`config.mk`:
```
export PLATFORM = sky130hd
export DESIGN_NAME = memory_controller
export DESIGN_NICKNAME = d
export VERILOG_FILES = /design/src/rtl/memory_controller.sv
export SDC_FILE = /design/constraint.sdc
export NUM_CORES = 2
export LEC_CHECK = 0
export CAP_MARGIN = 20
export CORE_ASPECT_RATIO = 1.1
export CORE_MARGIN = 2
export CORE_UTILIZATION = 30
export DETAILED_ROUTE_END_ITERATION = 12
export HOLD_SLACK_MARGIN = 0.08
export PLACE_DENSITY_LB_ADDON = 0.12
export SETUP_SLACK_MARGIN = 0.1
export SYNTH_ARGS = -nofsm -noshare
export SYNTH_HDL_FRONTEND = slang
export SYNTH_SLANG_ARGS = --single-unit
```
`constraint.sdc`:
```
create_clock -name MEM_clk -period 5.1 [get_ports MEM_clk]
set_clock_uncertainty 0.2 [all_clocks]
set_input_delay 1.275 -clock MEM_clk [delete_from_list [all_inputs] [get_ports MEM_clk]]
set_output_delay 1.275 -clock MEM_clk [all_outputs]
set_load 0.02 [all_outputs]
```
`src/rtl/memory_controller.sv`:
```
// Single-port word memory behind a three-state request/ack handshake with a
// programmable access latency and out-of-range address flagging.
module memory_controller #(
   parameter int ADDR_W      = 8,
   parameter int DATA_W      = 16,
   parameter int WAIT_CYCLES = 2
) (
   input  logic              MEM_clk,
   input  logic              MEM_rst,
   input  logic              MEM_req,
   input  logic              MEM_wr,
   input  logic [15:0]       MEM_addr,
   input  logic [DATA_W-1:0] MEM_wdata,
   output logic [DATA_W-1:0] MEM_rdata,
   output logic              MEM_ack,
   output logic              MEM_err,
   output logic              MEM_busy
);

   // state  | meaning
   // IDLE   | waiting for MEM_req; inputs captured on accept
   // ACCESS | latency countdown; access performed when counter reaches 0
   // DONE   | one-cycle completion, MEM_ack high
   typedef enum logic [1:0] {IDLE, ACCESS, DONE} state_t;

   localparam logic [3:0] CNT_LOAD = 4'(WAIT_CYCLES - 1);

   state_t            state_q, state_d;
   logic [3:0]        cnt_q, cnt_d;
   logic              wr_q, wr_d;
   logic [15:0]       addr_q, addr_d;
   logic [DATA_W-1:0] wdata_q, wdata_d;
   logic [DATA_W-1:0] rdata_q, rdata_d;
   logic              ack_q, ack_d;
   logic              err_q, err_d;
   logic              mem_we;
   logic              in_range;

   logic [DATA_W-1:0] mem_q [2**ADDR_W];

   // Upper address bits beyond the implemented depth must all be zero.
   assign in_range = ((addr_q >> ADDR_W) == 16'd0);

   always_comb begin
      state_d = state_q;
      cnt_d   = cnt_q;
      wr_d    = wr_q;
      addr_d  = addr_q;
      wdata_d = wdata_q;
      rdata_d = rdata_q;
      ack_d   = 1'b0;
      err_d   = 1'b0;
      mem_we  = 1'b0;
      case (state_q)
         IDLE: begin
            if (MEM_req) begin
               wr_d    = MEM_wr;
               addr_d  = MEM_addr;
               wdata_d = MEM_wdata;
               cnt_d   = CNT_LOAD;
               state_d = ACCESS;
            end
         end
         ACCESS: begin
            if (cnt_q != 4'd0) begin
               cnt_d = cnt_q - 4'd1;
            end else begin
               state_d = DONE;
               ack_d   = 1'b1;
               err_d   = !in_range;
               if (wr_q) begin
                  mem_we = in_range;
               end else begin
                  rdata_d = in_range ? mem_q[addr_q[ADDR_W-1:0]] : '0;
               end
            end
         end
         DONE:    state_d = IDLE;
         default: state_d = IDLE;
      endcase
   end

   always_ff @(posedge MEM_clk) begin
      if (MEM_rst) begin
         state_q <= IDLE;
         cnt_q   <= 4'd0;
         wr_q    <= 1'b0;
         addr_q  <= 16'd0;
         wdata_q <= '0;
         rdata_q <= '0;
         ack_q   <= 1'b0;
         err_q   <= 1'b0;
      end else begin
         state_q <= state_d;
         cnt_q   <= cnt_d;
         wr_q    <= wr_d;
         addr_q  <= addr_d;
         wdata_q <= wdata_d;
         rdata_q <= rdata_d;
         ack_q   <= ack_d;
         err_q   <= err_d;
      end
   end

   // Array is not reset; a reset at the access edge suppresses the write.
   always_ff @(posedge MEM_clk) begin
      if (mem_we && !MEM_rst) begin
         mem_q[addr_q[ADDR_W-1:0]] <= wdata_q;
      end
   end

   assign MEM_rdata = rdata_q;
   assign MEM_ack   = ack_q;
   assign MEM_err   = err_q;
   assign MEM_busy  = (state_q != IDLE);

endmodule

```
==> reports/metrics.yaml <==
outcome: "completed"
critPathCapture: "MEM_rdata[11]"
cts_buffers: 453
dp_hpwl_um: 346200
ys.flop_type: "edfxtp_1"
die_area_mm2: 0.5402
grt.overflow.total: 0
cts_tree: "yes"
cp-end-kind: "register"
clk_pin_slew_ns: 0.06
syn_area_per_cell_um2: 20.77
switchingPower_mw: 17.70
cpLargestDelayFamily: "compound AO/OA/AOI/OAI gates"
track_usage: 0.1983
vias: 82064
reg2reg_depth: 9
cp.required_ns: 5.79
synth_edf_count: 4096
io_buffers: 54
synth_area_mm2: 0.1603
wl_per_cell_um: 34.25
ys_seq_area_frac: 0.7754
synth_warnings: 0
hold_slack_ns: 0.2558
hold_class: "register to register"
gp_congestion: 0.8165
finalSetupViolCount: 0
ctsResizeCount: 0
ys_seq_elements: 4161
yosys.area.top_type: "edfxtp_1"
initial_core_util: 0.3012
period_share: 0.9427
max_freq_mhz: 208.0
path_buf_inv: 2
fill_cells: 49571
num-nets-final: 8520
seqPwrFrac: 0.502
tightest_slew_ns: 1.433
power_density_mw_per_mm2: 400.8
die_w_um: 701.0
p_leak_nw: 56.41
cts.sinks: 4161
htree_levels: 5
cp.arrival_ns: 5.50
intPower_mw: 58.06
grt_pass1_vias: 84224
path_cells: "buf_12 -> buf_4 -> mux4_2 -> a22o_1 -> a2111oi_0 -> a21oi_1 -> nand4_1 -> a2bb2oi_1 -> a31oi_1"
io_pins: 55
maxCapViolCount: 0
synth_cell_types: 76
grt_pass1_wl_um: 740900
p_clk_frac: 0.431
clkLatencyLatePin_ns: 1.06
critPathKind: "register to register"
power_mw: 75.76
ant_nets: 0
syn_nets: 7755
min-delay-start: "MEM_rdata[12]"
drv_slew: 0
crit_slowest_cell: "dfxtp_4"
synthArstFlopShare: 0
drive_above_1_share: 0.2755
p_comb_frac: 0.067
root_buffer: "clkbuf_16"
die_h_um: 770.7
syn_inst: 7717
cpPeakStageDelay_ns: 0.92
synth_top_area_share: 0.7673
core_mm2: 0.5323
cp_num_cells: 9
min_period_ns: 4.808
startpoint_type: "register"
syn_to_final_growth_pct: 17.92
slew_headroom: 0.04467
drt_first_pass_iters: 5
finalHoldViolCount: 0
grt_max_degree: 145
rrSetupSlack_ns: 0.29
rows: 281
irDropWorstVdd_mv: 0.2981
routed_wl_um: 546500
clockBufferDepth: 4
grt_antenna_before_repair: 50
drcViolationCount: 0
whs_path_depth: 2
post_cts_buffers: 0
rsz0062_at_grt: "no"
cp_max_fo: 24
cts_hold_buf: 0
reg2reg_to: "MEM_rdata[11]"
synth_area_leaders: "edfxtp_1, mux4_2, mux2i_1, nor2_1, dfxtp_1"
viasPerCell: 5.143
power_switching_share: 0.2336
drt_iter0_drc: 8596
[sequential cells by signal (all words and copies together) (netlist names), named ones only]
register	cells
MEM_rdata	16
mem_q	4096
wdata_q	16
addr_q	16
cnt_q	4
MEM_err	1
MEM_ack	1
state_q	2
wr_q	1
[synthesized netlist by cell type (25+ instances only)]
cell type	n
edfxtp_1	4096
mux4_2	833
mux2i_1	473
nor2_1	392
nand2_1	341
a21oi_1	171
clkbuf_1	155
buf_2	131
o221ai_1	106
o21ai_0	98
a22oi_1	94
o22ai_1	84
buf_4	82
dfxtp_1	65
a31oi_1	60
buf_6	58
nor3_1	50
nand3_1	42
a211oi_1	38
nor2b_1	35
nor4_1	26
buf_1	25
[metrics by stage]
stage	worst slack, ns	TNS, ns	area [um^2]	cells	utilization
2_1_floorplan	0.6474	0	160300	7717	-
4_1_cts	0.1703	0	189000	15931	0.3550
3_3_place_gp	-0.3290	-2.738	174300	15097	0.3275
5_1_grt	0.1070	0	189000	15944	0.3551
3_5_place_dp	0.04589	0	174400	15102	0.3276
6_report	0.2924	0	189000	15956	0.3551
[kinds of logic after synthesis]
group,share of synthesized area
AO/OA/AOI/OAI,0.03287
XOR/XNOR,0.0001093
adder cells (fa/ha/maj),0.0001561
buffers and inverters,0.01701
flip-flops,0.7754
multiplexers,0.1475
AND/OR/NAND/NOR,0.02700
[placed cells by master, fill, tap and decap left out, types with 20 or more instances in the layout]
master / n
nor4_1: 21
clkbuf_16: 458
diode_2: 25
clkinv_2: 77
nor2_2: 164
nand2_1: 331
mux2i_1: 473
nand4_1: 20
a21oi_1: 171
a211oi_1: 37
nor3_1: 50
clkdlybuf4s50_1: 53
mux4_2: 833
a31oi_1: 60
buf_12: 103
o21ai_0: 97
edfxtp_1: 4096
dfxtp_4: 21
buf_4: 607
clkinv_1: 90
nor2b_1: 28
o221ai_1: 106
nand3_1: 36
a22o_1: 20
bufinv_16: 40
a22oi_1: 94
nor2_1: 225
clkbuf_1: 104
dfxtp_1: 41
o22ai_1: 84
[cell type report]
type	instances	area, um^2	area share
Antenna cell	25	62.56	0.0003309
Clock buffer	579	12090	0.06393
Clock inverter	250	2502	0.01324
Inverter	10	47.55	0.0002515
Multi-Input combinational cell	3089	33930	0.1795
Sequential cell	4161	124400	0.6580
Tap cell	7075	8852	0.04683
Timing Repair Buffer	767	7176	0.03796
[power by group through the flow]
stage	Combinational, mW	Clock (mW)	Sequential, mW
after floorplan	2.30	0	39.0
after global placement	5.16	0	38.7
after detailed placement	5.20	0	38.7
after CTS	5.20	33.4	38.0
after global routing	5.31	34.6	38.0
final	5.09	32.6	38.0
[worst min-delay path by stage]
| stage | slack, ns | endpoint |
|---|---|---|
| after global routing | 0.29 | MEM_rdata[12] |
| after detailed placement | 0.24 | MEM_rdata[12] |
| after global placement | 0.25 | addr_q[9] |
| final | 0.26 | MEM_rdata[12] |
| after floorplan | 0.24 | addr_q[11] |
| after CTS | 0.26 | MEM_rdata[12] |
[routing by layer]
layer | global-route usage | part of all wire | vias to the layer above
li1 | - | - | 33719
met3 | 0.02571 | 0.052 | 567
met1 | 0.2709 | 0.43 | 45190
met5 | 0 | 0 | -
met4 | 0.05015 | 0.027 | 0
met2 | 0.3347 | 0.49 | 2588
[worst min-delay path, stage by stage, from the launching register on]
cell	delay, ns
dfxtp_1	0.32
nand2_1	0.05
o31ai_1	0.05
No activity file was read; power rests on OpenSTA's default activity.
